### config.mk
export PLATFORM = sky130hd
export DESIGN_NAME = ascii_word_matcher
export DESIGN_NICKNAME = d
export VERILOG_FILES = /design/src/rtl/ascii_word_matcher.sv
export SDC_FILE = /design/constraint.sdc
export NUM_CORES = 1
export LEC_CHECK = 0
export CAP_MARGIN = 30
export CELL_PAD_IN_SITES_DETAIL_PLACEMENT = 1
export CELL_PAD_IN_SITES_GLOBAL_PLACEMENT = 1
export CORE_ASPECT_RATIO = 0.6
export CORE_MARGIN = 2
export CORE_UTILIZATION = 30
export CTS_CLUSTER_SIZE = 28
export DETAILED_ROUTE_END_ITERATION = 6
export GPL_TIMING_DRIVEN = 0
export PLACE_DENSITY_LB_ADDON = 0.1
export SYNTH_ARGS = -nofsm -noshare
export SYNTH_HDL_FRONTEND = slang
export SYNTH_SLANG_ARGS = --single-unit
### constraint.sdc
create_clock -name clk -period 3.3 [get_ports clk]
set_clock_uncertainty 0.2 [all_clocks]
set_input_delay 0.495 -clock clk [delete_from_list [all_inputs] [get_ports clk]]
set_output_delay 0.495 -clock clk [all_outputs]
set_load 0.01 [all_outputs]
### src/rtl/ascii_word_matcher.sv
// Byte-stream matcher for the words "Guatemala" and "Quetzal".
// Latency: match/mismatch/index/match_count register one cycle after the deciding byte; expected is combinational.
// Backpressure: none; every byte presented with rx_valid is consumed in its cycle.
//
// Ports:
//   clk, reset      rising-edge clock, asynchronous active-high reset
//   word_sel        00/11 selects "Guatemala", 01/10 selects "Quetzal"
//   rx_valid/data   one ASCII byte per strobe
//   match/mismatch  one-cycle pulses: word completed / partial match broken
//   index           characters of the current word matched so far
//   expected        character expected next for (word_sel, index)
//   match_count     saturating count of completed matches since reset
module ascii_word_matcher #(
    parameter int COUNT_W   = 8,
    parameter bit CASE_FOLD = 1'b0
) (
    input  logic               clk,
    input  logic               reset,
    input  logic [1:0]         word_sel,
    input  logic               rx_valid,
    input  logic [7:0]         rx_data,
    output logic               match,
    output logic               mismatch,
    output logic [3:0]         index,
    output logic [7:0]         expected,
    output logic [COUNT_W-1:0] match_count
);

    // Word tables. Out-of-range indices return the first character so that
    // expected never shows 8'h00 while a stale index meets a shorter word.
    function automatic logic [7:0] word_char(input logic quetzal, input logic [3:0] idx);
        logic [7:0] c;
        c = 8'h47;
        if (quetzal) begin
            case (idx)
                4'd0:    c = 8'h51;
                4'd1:    c = 8'h75;
                4'd2:    c = 8'h65;
                4'd3:    c = 8'h74;
                4'd4:    c = 8'h7A;
                4'd5:    c = 8'h61;
                4'd6:    c = 8'h6C;
                default: c = 8'h51;
            endcase
        end else begin
            case (idx)
                4'd0:    c = 8'h47;
                4'd1:    c = 8'h75;
                4'd2:    c = 8'h61;
                4'd3:    c = 8'h74;
                4'd4:    c = 8'h65;
                4'd5:    c = 8'h6D;
                4'd6:    c = 8'h61;
                4'd7:    c = 8'h6C;
                4'd8:    c = 8'h61;
                default: c = 8'h47;
            endcase
        end
        return c;
    endfunction

    // Lower-case letters fold onto upper case when case folding is enabled;
    // everything else compares exactly.
    function automatic logic [7:0] fold(input logic [7:0] c);
        if (CASE_FOLD && (c >= 8'h61) && (c <= 8'h7A)) begin
            return c & 8'hDF;
        end
        return c;
    endfunction

    logic [1:0]         sel_q;
    logic [3:0]         index_q, index_d;
    logic               match_q, match_d;
    logic               mismatch_q, mismatch_d;
    logic [COUNT_W-1:0] count_q, count_d;

    logic       quetzal;
    logic       sel_chg;
    logic [3:0] eff_idx;
    logic [3:0] last_idx;
    logic       hit;
    logic       first_hit;

    // Both encodings of a word share a table; the raw encoding is still
    // compared against sel_q so that any change of word_sel aborts.
    assign quetzal  = word_sel[1] ^ word_sel[0];
    assign sel_chg  = (word_sel != sel_q);
    assign eff_idx  = sel_chg ? 4'd0 : index_q;
    assign last_idx = quetzal ? 4'd6 : 4'd8;

    assign hit       = (fold(rx_data) == fold(word_char(quetzal, eff_idx)));
    assign first_hit = (fold(rx_data) == fold(word_char(quetzal, 4'd0)));

    // index itself is the state: 0 is IDLE, 1..len-1 is PARTIAL. A full
    // match returns straight to IDLE with a pulse rather than a held state.
    always_comb begin
        index_d    = eff_idx;
        match_d    = 1'b0;
        mismatch_d = 1'b0;
        count_d    = count_q;
        if (rx_valid) begin
            if (hit) begin
                if (eff_idx == last_idx) begin
                    index_d = 4'd0;
                    match_d = 1'b1;
                    if (count_q != {COUNT_W{1'b1}}) begin
                        count_d = count_q + COUNT_W'(1);
                    end
                end else begin
                    index_d = eff_idx + 4'd1;
                end
            end else begin
                // The first character never recurs inside either word, so
                // restarting at 0 or 1 loses no overlapping match.
                mismatch_d = (eff_idx != 4'd0);
                index_d    = first_hit ? 4'd1 : 4'd0;
            end
        end
    end

    always_ff @(posedge clk or posedge reset) begin
        if (reset) begin
            sel_q      <= 2'b00;
            index_q    <= 4'd0;
            match_q    <= 1'b0;
            mismatch_q <= 1'b0;
            count_q    <= '0;
        end else begin
            sel_q      <= word_sel;
            index_q    <= index_d;
            match_q    <= match_d;
            mismatch_q <= mismatch_d;
            count_q    <= count_d;
        end
    end

    assign match       = match_q;
    assign mismatch    = mismatch_q;
    assign index       = index_q;
    assign expected    = word_char(quetzal, index_q);
    assign match_count = count_q;

endmodule

==> flow_summary.toml, run 1 <==
[worst_setup_path]
slowest_delay_ns = 0.55
critical_path.endpoint = "match_count[1]$_DFFE_PP0P_"
timing.critical_path.fanout_max = 8
timing.reg2reg.worst_path_depth = 13
critical_path_cell_list = "buf_6 -> buf_12 -> xor2_4 -> nor2_4 -> nand2_4 -> inv_4 -> ha_4 -> inv_4 -> or4_4 -> mux2i_4 -> mux2i_1 -> or4_4 -> nor3_4 -> buf_12 -> mux2_4"
worst-setup-path-type = "in2reg"
worst_ep_required_time_ns = 3.24
timing.critical_path.depth = 15
critical_path.slowest_cell = "sky130_fd_sc_hd__or4_4"
critical_path.startpoint_type = "input port"
worst_r2r_startpoint = "sel_q[0]$_DFF_PP0_"
arrival_ns = 3.46
critical-path-top-delay-family = "simple AND/OR/NAND/NOR gates"
worst_setup_path_startpoint = "word_sel[0]"
r2r_end = "match_count[1]$_DFFE_PP0P_"
path_buf_inv = 5
endpoint_kind = "flop"
reg2reg_setup_slack_ns = -0.19

[clock_network]
cts_root_buf = "sky130_fd_sc_hd__clkbuf_8"
cts_made_buffers = 3
cts-root-to-sink-buffers = 2
clk_pin_slew_ns = 0.06
clkSinkCount = 16
clk-insertion-delay-late_ns = 0.25
cts_htree_levels = 1
cts_tree = "done"
cts_hold_buf = 0

[power]
pwr_density_nw_per_um2 = 198
cellLeakagePower_nw = 0.991
irDropWorstVdd_mv = 0.102

[detailed_routing]
maxUsedRoutingLayer = "met4"
route.antenna.remaining_nets = 0
detail_route.wirelength_um = 5700
dr_total_vias = 1771
wl_per_cell_um = 17.4
detailedRoute.firstIterationViolations = 84
first_pass_iters = 4
remaining_drc_errors = 0
met3_routed_wl_um = 296
met2RoutedLength_um = 2460
via_per_instance_ratio = 5.42
detail_route.wirelength.met1_um = 2910

[run_status]
run_status = "finished with violations"
failed_checks = "setup timing"

[yosys]
synth_seq_cells = 16
ys_seq_area_frac = 0.246
synth.net_count = 229
synth_flop_cell = "sky130_fd_sc_hd__dfrtp_1"
synth-edff-count = 0
postSynthCellCount = 208
postSynthAreaPerCell_um2 = 7.84
synth-async-reset-ratio = 1.00
synth.yosys.warnings = 0
yosys.cell_types.count = 55
post_synth_instance_area_um2 = 1630

[floorplan]
die-height_um = 61.1
floorplan.initialDensity = 0.316
die-width_um = 99.2
core.rowCount = 20
die-area_um2 = 6060
io-pin-count = 35
coreArea_um2 = 5150

[sta]
post-route-period-util = 1.07
worstMarginPinSlew_ns = 0.619
setup_violation_total_in_the_final_timing_report = 14
max-slew-margin-rel = 0.587
maxClockFrequency_mhz = 284
rsz0062_at_grt = "yes"
finalCriticalPeriod_ns = 3.52
worst_slack_ns = -0.217
worst_hold_slack_ns = 0.145
finalHoldViolations = 0
final_max_slew_viol_count = 0

[final_layout]
final_net_count = 284
fill_cells = 627
fin_util = 0.475
layout_common_cells = "sky130_fd_sc_hd__clkdlybuf4s50_1, sky130_fd_sc_hd__nor2_1, sky130_fd_sc_hd__buf_4"
commonest_non_fill_non_tap_cell_in_the_layout = "sky130_fd_sc_hd__clkdlybuf4s50_1"
antenna_cells = 0
layout-area-overhead-vs-synth_pct = 50.3
post_route_cells_drive_above_1_share = 0.268

[min_path]
holdPathStages = 1
hp-class = "in2reg"

[run]
cap_viol_max_count = 0

[global_route]
wire_length_of_the_first_global_routing_pass_um = 9190
antenna_found_initial = 0
first_global_vias = 1772
globalRouteTotalUtil = 0.197
grt_start_max_net_pins = 17
grt_overflow_total = 0

[place]
numPortBuffers = 31
hpwl_um = 4180
finalWeightedCongestion = 0.813
cell families after synthesis:
logic type	after synthesis	share of synthesized area
AOI/OAI and AO/OA	51	0.226
adders and majority gates	8	0.0614
DFF	16	0.246
and+or+nand+nor	93	0.298
buffers and inverters	20	0.0560
other	2	0.00461
muxes	3	0.0192
xor gates and xnor gates	15	0.0898
what timing repair did:
item,CTS,global route
setup endpoints to repair,20,18
gates resized for setup,20,22
setup buffers,18,4
pin swaps,5,9
layout make-up:
cell class              instances  area, um2  share of cell area
plain buffers                   9       67.6              0.0276
inverters                       8       37.5              0.0153
repair buffers                 53        494               0.202
well taps                      66       82.6              0.0337
flip-flops and latches         16        403               0.164
multi-input cells             172       1330               0.541
clock buffers                   3       41.3              0.0168
metal layers:
layer  track usage  vias to the layer above
met5             0                        -
met4        0.0274                        0
met3        0.0352                        5
met2         0.318                       46
met1         0.288                      856
li1              -                      864
cell usage after synthesis (2+ instances only):
cell,number,share of area
sky130_fd_sc_hd__xnor2_1,10,0.054
sky130_fd_sc_hd__nor2b_1,3,0.012
sky130_fd_sc_hd__and3_1,2,0.0077
sky130_fd_sc_hd__nand3_1,11,0.034
sky130_fd_sc_hd__or2_2,2,0.0077
sky130_fd_sc_hd__a21oi_1,5,0.015
sky130_fd_sc_hd__nor2_1,25,0.058
sky130_fd_sc_hd__a31o_2,2,0.011
sky130_fd_sc_hd__a41o_1,2,0.012
sky130_fd_sc_hd__o21a_1,2,0.0092
sky130_fd_sc_hd__xor2_1,3,0.016
sky130_fd_sc_hd__a211o_1,3,0.016
sky130_fd_sc_hd__or4_1,2,0.0092
sky130_fd_sc_hd__o311ai_0,3,0.016
sky130_fd_sc_hd__nor3_1,6,0.018
sky130_fd_sc_hd__o31a_1,2,0.011
sky130_fd_sc_hd__dfrtp_1,16,0.25
sky130_fd_sc_hd__nand2_1,20,0.046
sky130_fd_sc_hd__and2_1,2,0.0077
sky130_fd_sc_hd__o21ai_0,14,0.043
sky130_fd_sc_hd__clkbuf_1,6,0.014
sky130_fd_sc_hd__o2bb2ai_1,3,0.016
sky130_fd_sc_hd__ha_1,8,0.061
sky130_fd_sc_hd__inv_1,8,0.018
sky130_fd_sc_hd__buf_4,4,0.018
sky130_fd_sc_hd__nand4_1,5,0.019
sky130_fd_sc_hd__and4_1,2,0.011
sky130_fd_sc_hd__xor2_2,2,0.020
sky130_fd_sc_hd__nor4b_1,3,0.016
sky130_fd_sc_hd__a211oi_1,2,0.0092
sky130_fd_sc_hd__mux2i_1,2,0.012
sky130_fd_sc_hd__conb_1,2,0.0046
sky130_fd_sc_hd__nand2b_1,3,0.012
sky130_fd_sc_hd__a31oi_1,2,0.0077
through the flow:
stage | instances | instance area [um2] | TNS [ns] | setup slack, ns | power [mW]
detailed placement | 305 | 2090 | -18.71 | -1.26 | 0.323
global placement | 305 | 2090 | -18.86 | -1.28 | 0.322
CTS | 324 | 2310 | -2.37 | -0.248 | 0.484
finish | 327 | 2450 | -2.08 | -0.217 | 0.486
floorplan | 208 | 1700 | -2.06 | -0.246 | 0.277
global route | 327 | 2450 | -3.53 | -0.329 | 0.514
power by group:
group          internal [mW]  switching [mW]  leakage (nW)
logic                 0.0591          0.0778         0.752
registers              0.198         0.00258         0.217
clock network         0.0811          0.0673        0.0216
total                  0.338           0.148         0.991
sequential cells by signal (all words and copies together) (netlist names):
register     cells
index            4
sel_q            2
match            1
match_count      8
mismatch         1
worst reg2reg max path, cell delays in order (launching register included):
cell                      delay, ns
sky130_fd_sc_hd__dfrtp_2       0.44
sky130_fd_sc_hd__xor2_4        0.17
sky130_fd_sc_hd__nor2_4        0.21
sky130_fd_sc_hd__nand2_4       0.11
sky130_fd_sc_hd__inv_4         0.11
sky130_fd_sc_hd__ha_4          0.15
sky130_fd_sc_hd__inv_4         0.03
sky130_fd_sc_hd__or4_4         0.55
sky130_fd_sc_hd__mux2i_4       0.18
sky130_fd_sc_hd__mux2i_1       0.09
sky130_fd_sc_hd__or4_4         0.52
sky130_fd_sc_hd__nor3_4        0.17
sky130_fd_sc_hd__buf_12        0.15
sky130_fd_sc_hd__mux2_4        0.29
how the worst min path moves through the flow:
stage | startpoint | to
finish | word_sel[1] | sel_q[1]$_DFF_PP0_
global route | word_sel[1] | sel_q[1]$_DFF_PP0_
CTS | word_sel[1] | sel_q[1]$_DFF_PP0_
detailed placement | match_count[5]$_DFFE_PP0P_ | match_count[5]$_DFFE_PP0P_
global placement | match_count[5]$_DFFE_PP0P_ | match_count[5]$_DFFE_PP0P_
floorplan | reset | index[0]$_DFF_PP0_
Note: power is estimated with default switching activity, not from simulation.
==> run 2, diff against run 1 <==
CORE_UTILIZATION = 34   (was 30)
SLEW_MARGIN = 20   (was not set)
clock period = 2.9 ns   (was 3.3 ns; I/O delays follow)
==> run 2 against run 1 <==
Against the previous run:
- the run still ends with setup timing left
- setup slack worse by 0.43 ns
- via count down 1.7%
- critical path depth down 2
- hold slack worse by 0.029 ns
- cell count down 1.5%
- highest routed layer is now met3
==> flow_summary.toml, run 2 (synthesis results as in run 1) <==
[worst_setup_path]
reg2reg_setup_slack_ns = -0.65
worst_ep_required_time_ns = 2.84
critical-path-top-delay-family = "simple AND/OR/NAND/NOR gates"
timing.reg2reg.worst_path_depth = 13
critical_path.slowest_cell = "sky130_fd_sc_hd__or4_4"
critical_path_cell_list = "xor2_4 -> nor2_4 -> nand2_4 -> inv_4 -> ha_4 -> inv_4 -> or4_1 -> mux2i_1 -> mux2i_1 -> or4_4 -> nor3_4 -> buf_12 -> mux2_4"
arrival_ns = 3.49
worst_r2r_startpoint = "sel_q[0]$_DFF_PP0_"
critical_path.startpoint_type = "flop"
slowest_delay_ns = 0.53
r2r_end = "match_count[1]$_DFFE_PP0P_"
timing.critical_path.fanout_max = 8
path_buf_inv = 3
endpoint_kind = "flop"
worst-setup-path-type = "reg2reg"

[run]
cap_viol_max_count = 0

[power]
switching_share = 0.288
switching_power_mw = 0.167
internal_power_mw = 0.412
p_clk_frac = 0.340
share_seq_of_total_power = 0.394
pwr_density_nw_per_um2 = 244
irDropWorstVdd_mv = 0.170
cellLeakagePower_nw = 0.998
pwr-share-comb = 0.266

[detailed_routing]
dr_total_vias = 1741
remaining_drc_errors = 0
route.antenna.remaining_nets = 0
detail_route.wirelength_um = 5490
detailedRoute.firstIterationViolations = 119
wl_per_cell_um = 17.1
first_pass_iters = 4
via_per_instance_ratio = 5.41

[final_layout]
layout_common_cells = "sky130_fd_sc_hd__clkdlybuf4s50_1, sky130_fd_sc_hd__nor2_1, sky130_fd_sc_hd__buf_4"
largest_register_ffs = 8
fill_cells = 560
footprint_of_the_multi_input_gates_um2 = 1260
layout-area-overhead-vs-synth_pct = 45.1
post_route_cells_drive_above_1_share = 0.236
final_net_count = 281
antenna_cells = 0
commonest_non_fill_non_tap_cell_in_the_layout = "sky130_fd_sc_hd__clkdlybuf4s50_1"
sequential_cell_area_um2 = 403
fin_util = 0.516

[sta]
finalHoldViolations = 0
max-slew-margin-rel = 0.577
finalCriticalPeriod_ns = 3.55
maxClockFrequency_mhz = 282
rsz0062_at_grt = "yes"
post-route-period-util = 1.22
totalNegativeSetupSlack_ns = -7.86
final_max_slew_viol_count = 0
setup_violation_total_in_the_final_timing_report = 14
worstMarginPinSlew_ns = 0.633
worst_slack_ns = -0.652

[min_path]
holdPathStages = 1
whs_endpoint = "sel_q[1]$_DFF_PP0_"
timing.hold.worst.start = "word_sel[1]"
hp-class = "in2reg"

[run_status]
failed_checks = "setup timing"
run_status = "finished with violations"

[clock_network]
cts_made_buffers = 3
clkSinkCount = 16
cts-root-to-sink-buffers = 2
clk-insertion-delay-late_ns = 0.25
cts_hold_buf = 0
cts_htree_levels = 1
clk_pin_slew_ns = 0.06
cts_tree = "done"
cts_root_buf = "sky130_fd_sc_hd__clkbuf_8"

[place]
numPortBuffers = 31
hpwl_um = 4180
finalWeightedCongestion = 0.830

[global_route]
first_global_vias = 1731
grt_start_max_net_pins = 17
globalRouteTotalUtil = 0.221
antenna_found_initial = 0
grt_overflow_total = 0
wire_length_of_the_first_global_routing_pass_um = 9220

[floorplan]
die-width_um = 93.4
die-height_um = 57.6
coreArea_um2 = 4590
io-pin-count = 35
die-area_um2 = 5380
floorplan.initialDensity = 0.355
core.rowCount = 19
==> run 2: changes by cell type in the layout (fill, tap and decap cells not counted), sizes merged <==
| cell | previous run | this run |
|---|---|---|
| buf | 30 | 26 |
| dlygate4sd2 | 0 | 1 |
| clkbuf | 6 | 8 |
| dlymetal6s2s | 0 | 1 |
| clkdlybuf4s50 | 29 | 27 |
==> run 2: worst max path at each step <==
stage	startpoint	endpoint	slack (ns)	cells after the start
2_1_floorplan	word_sel[0]	match_count[1]$_DFFE_PP0P_	-0.59	13
3_3_place_gp	word_sel[0]	match_count[1]$_DFFE_PP0P_	-1.58	14
3_5_place_dp	word_sel[0]	match_count[1]$_DFFE_PP0P_	-1.58	14
4_1_cts	sel_q[1]$_DFF_PP0_	match_count[1]$_DFFE_PP0P_	-0.63	13
5_1_grt	sel_q[0]$_DFF_PP0_	match_count[1]$_DFFE_PP0P_	-0.74	13
6_report	sel_q[0]$_DFF_PP0_	match_count[1]$_DFFE_PP0P_	-0.65	13
==> run 2: timing repair <==
action,in CTS,in global routing
resized for setup,21,14
setup endpoints to repair,20,19
pin swaps,6,2
setup buffers,18,0
==> run 2: cell type report <==
cell class	instances	area share
Timing Repair Buffer	49	0.190
Clock buffer	4	0.0233
Multi-Input combinational cell	172	0.535
Tap cell	63	0.0333
Sequential cell	16	0.170
Buffer	10	0.0328
Inverter	8	0.0159
==> run 2: power groups by stage <==
stage | Combinational (mW) | Clock [mW] | Sequential, mW
after global routing | 0.167 | 0.218 | 0.228
after detailed placement | 0.134 | 0 | 0.233
final | 0.154 | 0.196 | 0.228
after CTS | 0.147 | 0.204 | 0.228
after floorplan | 0.0836 | 0 | 0.232
after global placement | 0.133 | 0 | 0.233
==> run 2: routing by layer <==
| metal | track usage | vias up | part of all wire |
|---|---|---|---|
| li1 | - | 859 | - |
| met3 | 0.0364 | 0 | 0.051 |
| met1 | 0.343 | 839 | 0.51 |
| met4 | 0.0147 | 0 | 0 |
| met5 | 0 | - | 0 |
| met2 | 0.338 | 43 | 0.44 |
==> run 2: through the flow <==
stage | std cells | cell area [um2] | hold slack [ns] | total power [mW] | worst slack (ns)
detailed placement | 302 | 2090 | 0.293 | 0.367 | -1.58
global placement | 302 | 2090 | 0.285 | 0.365 | -1.58
CTS | 322 | 2320 | 0.111 | 0.579 | -0.629
global route | 322 | 2370 | 0.111 | 0.614 | -0.742
finish | 322 | 2370 | 0.116 | 0.578 | -0.652
floorplan | 208 | 1700 | 0.149 | 0.316 | -0.586
==> run 3, diff against run 2 <==
CORE_MARGIN = 3   (was 2)
SKIP_LAST_GASP = 1   (was not set)
==> run 3 against run 2 <==
Against the previous run:
- the flow still finishes with violations (setup timing)
- routed wire length is 11% higher
- first-iteration DRC count is 36% lower
- setup slack worse by 0.019 ns
- power is 2.8% higher
- flip-flop and latch count stayed put
- sequential power hardly changed
- non-clock buffer count is 6 higher
- maximum frequency is 0.54% lower
- count of clock-buffer cells in the layout stayed put
- via count is 5.2% higher
- critical endpoint unchanged
- cell area is 5.1% higher
==> flow_summary.toml, run 3 (synthesis results as in run 1) <==
[run_status]
run_status = "finished with violations"
failed_checks = "setup timing"

[global_route]
wire_length_of_the_first_global_routing_pass_um = 9460
grt_overflow_total = 0
first_global_vias = 1788
globalRouteTotalUtil = 0.220
antenna_found_initial = 0
grt_start_max_net_pins = 17

[clock_network]
cts_htree_levels = 1
clkSinkCount = 16
cts_tree = "done"
clk_pin_slew_ns = 0.07
clk-insertion-delay-late_ns = 0.25
cts_root_buf = "sky130_fd_sc_hd__clkbuf_8"
cts_hold_buf = 0
cts_made_buffers = 3
cts-root-to-sink-buffers = 2

[final_layout]
layout-area-overhead-vs-synth_pct = 52.5
final_cell_area_um2 = 2490
antenna_cells = 0
commonest_non_fill_non_tap_cell_in_the_layout = "sky130_fd_sc_hd__clkdlybuf4s50_1"
largest_register_ffs = 8
footprint_of_the_multi_input_gates_um2 = 1340
layout_common_cells = "sky130_fd_sc_hd__clkdlybuf4s50_1, sky130_fd_sc_hd__buf_4, sky130_fd_sc_hd__nor2_1"
final-instance-count-excl-fill = 326
fill_cells = 510
post_route_cells_drive_above_1_share = 0.286
sequential_cell_area_um2 = 403
fin_util = 0.572
final_net_count = 288

[run]
cap_viol_max_count = 0

[sta]
setup_violation_total_in_the_final_timing_report = 14
maxClockFrequency_mhz = 280
post-route-period-util = 1.23
final_max_slew_viol_count = 0
finalCriticalPeriod_ns = 3.57
totalNegativeSetupSlack_ns = -8.59
worst_slack_ns = -0.671
worstMarginPinSlew_ns = 0.662
rsz0062_at_grt = "yes"
max-slew-margin-rel = 0.555
finalHoldViolations = 0

[power]
irDropWorstVdd_mv = 0.166
cellLeakagePower_nw = 1.08
share_seq_of_total_power = 0.382
pwr_density_nw_per_um2 = 239
internal_power_mw = 0.416
switching_share = 0.301
pwr-share-comb = 0.276
p_clk_frac = 0.342
switching_power_mw = 0.179

[detailed_routing]
dr_total_vias = 1831
remaining_drc_errors = 0
first_pass_iters = 4
wl_per_cell_um = 18.8
detail_route.wirelength_um = 6120
detailedRoute.firstIterationViolations = 76
route.antenna.remaining_nets = 0
via_per_instance_ratio = 5.62

[floorplan]
floorplan.initialDensity = 0.375
die-height_um = 59.6
coreArea_um2 = 4350
die-area_um2 = 5690
core.rowCount = 18
io-pin-count = 35
die-width_um = 95.4

[place]
place_area_um2 = 2090
finalWeightedCongestion = 0.838
hpwl_um = 4230
placed_cells = 299
dp_slack_ns = -1.68
numPortBuffers = 31

[worst_setup_path]
worst_ep_required_time_ns = 2.84
timing.critical_path.fanout_max = 8
worst-setup-path-type = "reg2reg"
worst_setup_path_startpoint = "sel_q[0]$_DFF_PP0_"
arrival_ns = 3.51
endpoint_kind = "flop"
critical_path.startpoint_type = "flop"
worst_r2r_startpoint = "sel_q[0]$_DFF_PP0_"

[min_path]
timing.hold.worst.start = "word_sel[1]"
hp-class = "in2reg"
run 3: cell count changes in the layout (fill, tap and decap cells not counted), sizes merged:
cell          delta
dlymetal6s2s     +1
dlygate4sd2      -1
buf              +6
xor2             +1
run 3: final timing paths:
kind / endpoint / slack, ns / cells after the start
setup / recovery: match_count[1]$_DFFE_PP0P_ / -0.67 / 13
hold / removal: sel_q[1]$_DFF_PP0_ / 0.11 / 1
setup reg to reg: match_count[1]$_DFFE_PP0P_ / -0.67 / 13
hold reg to reg: match_count[7]$_DFFE_PP0P_ / 0.30 / 1
max in group asynchronous: sel_q[1]$_DFF_PP0_ / 1.73 / 2
min in group asynchronous: match_count[1]$_DFFE_PP0P_ / 0.34 / 2
run 3: repair_timing:
item,4_1_cts,5_1_grt
pin swaps,5,12
setup endpoints to repair,20,19
gates cloned,0,1
endpoints found under the hold margin,0,0
resized for setup,25,22
buffers inserted,19,5
run 3: stage by stage:
stage	hold slack, ns	power (mW)
2_1_floorplan	0.149	0.316
3_3_place_gp	0.281	0.365
3_5_place_dp	0.289	0.367
4_1_cts	0.104	0.583
5_1_grt	0.108	0.621
6_report	0.108	0.595
run 3: layer usage:
| layer | part of all wire | up-vias | global-route usage | routed length [um] |
|---|---|---|---|---|
| li1 | - | 875 | - | - |
| met1 | 0.49 | 885 | 0.326 | 3000 |
| met2 | 0.44 | 69 | 0.342 | 2680 |
| met3 | 0.070 | 2 | 0.0419 | 427 |
| met4 | 0.0025 | 0 | 0.0243 | 15 |
| met5 | 0 | - | 0 | 0 |
run 3: layout make-up:
type                       count  area share
tap                           60      0.0302
buffer                        10      0.0317
timing repair buffer          55       0.200
clock buffer                   4      0.0221
multi-input combinational    173       0.538
sequential                    16       0.162
inverter                       8      0.0151
run 3: power groups by stage:
stage          Sequential (mW)  Combinational (mW)  Clock (mW)
2_1_floorplan            0.232              0.0836           0
6_report                 0.227               0.164       0.203
3_5_place_dp             0.233               0.134           0
3_3_place_gp             0.233               0.132           0
4_1_cts                  0.227               0.148       0.207
5_1_grt                  0.228               0.176       0.217
run 3: worst max-delay path: stages (launching register included):
cell and delay [ns]:
sky130_fd_sc_hd__dfrtp_2 0.44, sky130_fd_sc_hd__xor2_4 0.17, sky130_fd_sc_hd__nor2_4 0.23, sky130_fd_sc_hd__nand2_4 0.12, sky130_fd_sc_hd__inv_4 0.10, sky130_fd_sc_hd__ha_2 0.24, sky130_fd_sc_hd__nor2_1 0.11, sky130_fd_sc_hd__or3_1 0.36
sky130_fd_sc_hd__mux2i_2 0.21, sky130_fd_sc_hd__mux2i_1 0.11, sky130_fd_sc_hd__or4_4 0.53, sky130_fd_sc_hd__nor3_4 0.18, sky130_fd_sc_hd__buf_12 0.15, sky130_fd_sc_hd__mux2_4 0.30
==> edit 1: new RTL, config.mk and constraints of run 1 <==
Remove the register `mismatch_q`: a continuous assignment takes its place, so the output `mismatch` follows one clock earlier.
--- a/src/rtl/ascii_word_matcher.sv
+++ b/src/rtl/ascii_word_matcher.sv
@@ -125,3 +125,2 @@
             match_q    <= 1'b0;
-            mismatch_q <= 1'b0;
             count_q    <= '0;
@@ -131,3 +130,2 @@
             match_q    <= match_d;
-            mismatch_q <= mismatch_d;
             count_q    <= count_d;
@@ -135,2 +133,4 @@
     end
+
+    assign mismatch_q = mismatch_d;
 
Check against the original RTL: not equivalent (Yosys sat finds a counterexample within 4 cycles, from zero or initial values and one cycle with reset high).
==> edit 1 against run 1 <==
The run still ends with negative setup slack left; synthesized cell count fell by 12%; non-clock buffer count up 14; power rose by 0.62%; register-to-register slack better by 20 ps; area after synthesis is 4.8% lower; hold slack improved by 11 ps; final cell count down 3.4%; wire length rose by 1.9%; setup slack worse by 200 ps; clock power about the same; cell area grew 1.2%; sequential cell count shrank 1.
==> edit 1: results (changes against run 1) <==
grt_pass1_vias: 1718  # was 1772
grt_first_pass_wirelength_mm: 8.94  # was 9.19 mm
layout-drive-gt1-share_pct: 34.4  # was 26.8%
drt_iter0_markers: 61  # was 84
portBuffers: 32  # was 31
ys_types: 51  # was 55
pwr-share-clk_pct: 30.3  # was 30.6%
wl_mm: 5.81  # was 5.70 mm
cp-endpoint: "mismatch"  # was match_count[1]
fillerInstances: 576  # was 627
outcome: "finished with violations"  # unchanged
htreeDepth: 1  # unchanged
rrSetupSlack_ps: -170  # was -190 ps
ys_seq_area_share_pct: 24.2  # was 24.6%
largest_reg_flops: 8  # unchanged
min_path_cells: 1  # unchanged
numCtsBuffers: 3  # unchanged
intPower_uw: 340  # was 338 uW
fin_ws_ps: -422  # was -217 ps
holdWs_ps: 155  # was 145 ps
syn-num-nets: 205  # was 229
yosys-top-cells-count: "dfrtp_1, nand3_1, o21ai_0"  # was nor2_1, nand2_1, dfrtp_1
place_ws_ps: -1620  # was -1260 ps
irDropWorstVdd_v: 0.000137  # was 0.000102 V
finalSetupViolations: 13  # was 14
place.gp.congestion: 0.804  # was 0.813
violations: "negative setup slack"  # unchanged
hpwlAfterDp_mm: 3.86  # was 4.18 mm
holdPathEnd: "sel_q[1]"  # unchanged
crit_slowest_cell: "nor4_4"  # was or4_4
synthTopCellsByArea: "dfrtp_1, ha_1, xnor2_1, xor2_4, nand3_1"  # was dfrtp_1, ha_1, nor2_1, xnor2_1, nand2_1
combPwrFrac_pct: 31.4  # was 28.2%
worstReg2RegEnd: "index[1]"  # was match_count[1]
tightestPinTransition_ps: 695  # was 619 ps
post_cts_buffers: 20  # was 18
cp.arrival_ps: 3030  # was 3460 ps
power_uw: 489  # was 486 uW
critPathMaxFanout: 4  # was 8
cts_root_buffer: "clkbuf_8"  # unchanged
nets: 272  # was 284
cts_tree: "yes"  # unchanged
leakagePower_nw: 1.01  # was 0.991 nW
grtUsageTotal_pct: 19.6  # was 19.7%
grt_max_degree: 16  # was 17
cts.reportedPaths.clkPinSlew_ps: 60  # about the same
n_antenna_cell: 0  # unchanged
ctsResizeCount: 41  # was 20
vias_per_cell: 5.48  # was 5.42
timing.rr.start: "sel_q[1]"  # was sel_q[0]
postSynthCellCount: 184  # was 208
synth_area_um2: 1550  # was 1630 um^2
cp_slowest_stage_delay_ps: 380  # was 550 ps
rr_worst_depth: 16  # was 13
hold_class: "input pin to flop"  # unchanged
edit 1: cell types whose count changed after synthesis, moves of 3 or more:
| cell | run 1 | this run |
|---|---|---|
| o2bb2ai_1 | 3 | 0 |
| a211o_1 | 3 | 0 |
| xnor2_2 | 0 | 3 |
| nor2_1 | 25 | 10 |
| inv_1 | 8 | 12 |
| o311ai_0 | 3 | 0 |
| nand2_1 | 20 | 10 |
| nand3_1 | 11 | 14 |
| xor2_4 | 0 | 3 |
| and3_1 | 2 | 8 |
edit 1: cell families (layout without fill, tap and decap cells):
logic type	count (synthesis)	after routing	share of synthesized area [%]
buffers and inverters	26	92	7.98
XOR/XNOR	17	17	14.7
AO/OA/AOI/OAI	44	44	19.3
flip-flops	15	15	24.2
multiplexers	1	1	0.726
adder cells (fa/ha/maj)	8	8	6.45
other	2	2	0.484
AND/OR/NAND/NOR	71	71	26.2
edit 1: final cells by class:
| type | count | area share (%) |
|---|---|---|
| multi-input cells | 143 | 50.3 |
| repair buffers | 63 | 23.2 |
| flip-flops and latches | 15 | 15.2 |
| plain buffers | 13 | 4.08 |
| well taps | 66 | 3.33 |
| inverters | 12 | 2.02 |
| clock buffers | 3 | 1.66 |
| clock inverters | 1 | 0.202 |
edit 1: per-layer routing:
layer,GRT usage (%),part of all wire (%),up-vias
met5,0,0,-
met4,2.21,0.34,0
met3,4.80,5.4,4
met2,32.2,46,47
met1,27.4,48,873
li1,-,-,808
edit 1: metrics by stage:
step                instances  TNS, ps  instance area (um^2)
floorplan                 184     -109                  1620
global placement          282   -14050                  2020
detailed placement        282   -15590                  2020
CTS                       306    -1460                  2360
global route              316    -3130                  2480
finish                    316    -1900                  2480
==> edit 2: new RTL, flow settings as in run 1 <==
Made on the original files. Change the parameter `COUNT_W` from 8 to 10.
--- a/src/rtl/ascii_word_matcher.sv
+++ b/src/rtl/ascii_word_matcher.sv
@@ -13,3 +13,3 @@
 module ascii_word_matcher #(
-    parameter int COUNT_W   = 8,
+    parameter int COUNT_W   = 10,
     parameter bit CASE_FOLD = 1'b0
Ports: changed (resized match_count); port bits go from 35 to 37. The function was not compared with the original's and may differ.
==> edit 2 against run 1 <==
Power grew 20%; cell area increased by 9.6%; largest cell class unchanged; the flow still finishes with violations (negative setup slack); setup slack worse by 52 ps; wire length rose by 17%; clock power increased by 26%; sequential cell count up 2; fmax is 1.5% lower; sequential power is 12% higher; count of clock-buffer cells in the layout increased by 1; synthesized cell count shrank 5.3%; non-clock buffer count grew 8; area after synthesis decreased by 1.5%; final cell count grew 0.61%.
==> edit 2: results (changes against run 1) <==
hpwlAfterDp_mm: 4.52  # was 4.18 mm
pwr-share-seq_pct: 38.4  # was 41.3%
wl_per_cell_um: 20.3  # was 17.4 um
pwr.group.sequential_uw: 225  # was 200 uW
hold_start: "word_sel[0]"  # was word_sel[1]
ctsResizeCount: 46  # was 20
worstReg2RegEnd: "index[0]"  # was match_count[1]
layout-drive-gt1-share_pct: 33.1  # was 26.8%
finalSetupViolations: 21  # was 14
post_cts_buffers: 19  # was 18
largest_reg_flops: 10  # was 8
ys_seq_area_share_pct: 28.1  # was 24.6%
critPathMaxFanout: 5  # was 8
vias_per_cell: 5.66  # was 5.42
grt_pass1_vias: 1874  # was 1772
irDropWorstVdd_v: 0.000133  # was 0.000102 V
drt_iter0_markers: 82  # was 84
nets: 285  # was 284
leakagePower_nw: 1.11  # was 0.991 nW
grt_max_degree: 19  # was 17
grt_first_pass_wirelength_mm: 10.5  # was 9.19 mm
criticalPathCategory: "flop to flop"  # was input pin to flop
combPwrFrac_pct: 29.6  # was 28.2%
grtUsageTotal_pct: 22.9  # was 19.7%
fin_ws_ps: -269  # was -217 ps
outcome: "finished with violations"  # unchanged
wl_mm: 6.67  # was 5.70 mm
dp.cells: 297  # was 305
fillerInstances: 592  # was 627
violations: "negative setup slack"  # unchanged
place.gp.congestion: 0.942  # was 0.813
placed_cell_area_um2: 2130  # was 2090 um^2
synthTopCellsByArea: "dfrtp_1, xor2_1, ha_1, nor3_1, nand3_1"  # was dfrtp_1, ha_1, nor2_1, xnor2_1, nand2_1
rr_worst_depth: 10  # was 13
synthMostInstantiatedCell: "nor3_1"  # was nor2_1
==> edit 2: logic make-up (layout without fill, tap and decap cells) <==
logic type               Yosys count  count (layout)  synth area share [%]
AO/OA/AOI/OAI                     47              48                  21.2
buffers and inverters             22              87                  5.61
flip-flops                        18              18                  28.1
XOR/XNOR                          18              18                  10.8
AND/OR/NAND/NOR                   81              81                  27.0
adder cells (fa/ha/maj)            8               8                  6.24
other                              2               2                 0.468
multiplexers                       1               1                 0.701
==> edit 2: layer usage <==
metal	wire (um)	up-vias	GRT usage (%)	share of wire, %
li1	-	859	-	-
met1	3170	942	34.0	48
met2	3000	56	34.5	45
met3	478	4	5.41	7.2
met4	21	0	4.11	0.32
met5	0	-	0	0
==> edit 2: final cells by class <==
type | instances | area share, %
sequential | 18 | 16.9
buffer | 9 | 2.09
inverter | 13 | 2.09
tap | 66 | 3.07
multi-input combinational | 158 | 53.0
clock buffer | 4 | 2.05
timing repair buffer | 61 | 20.8
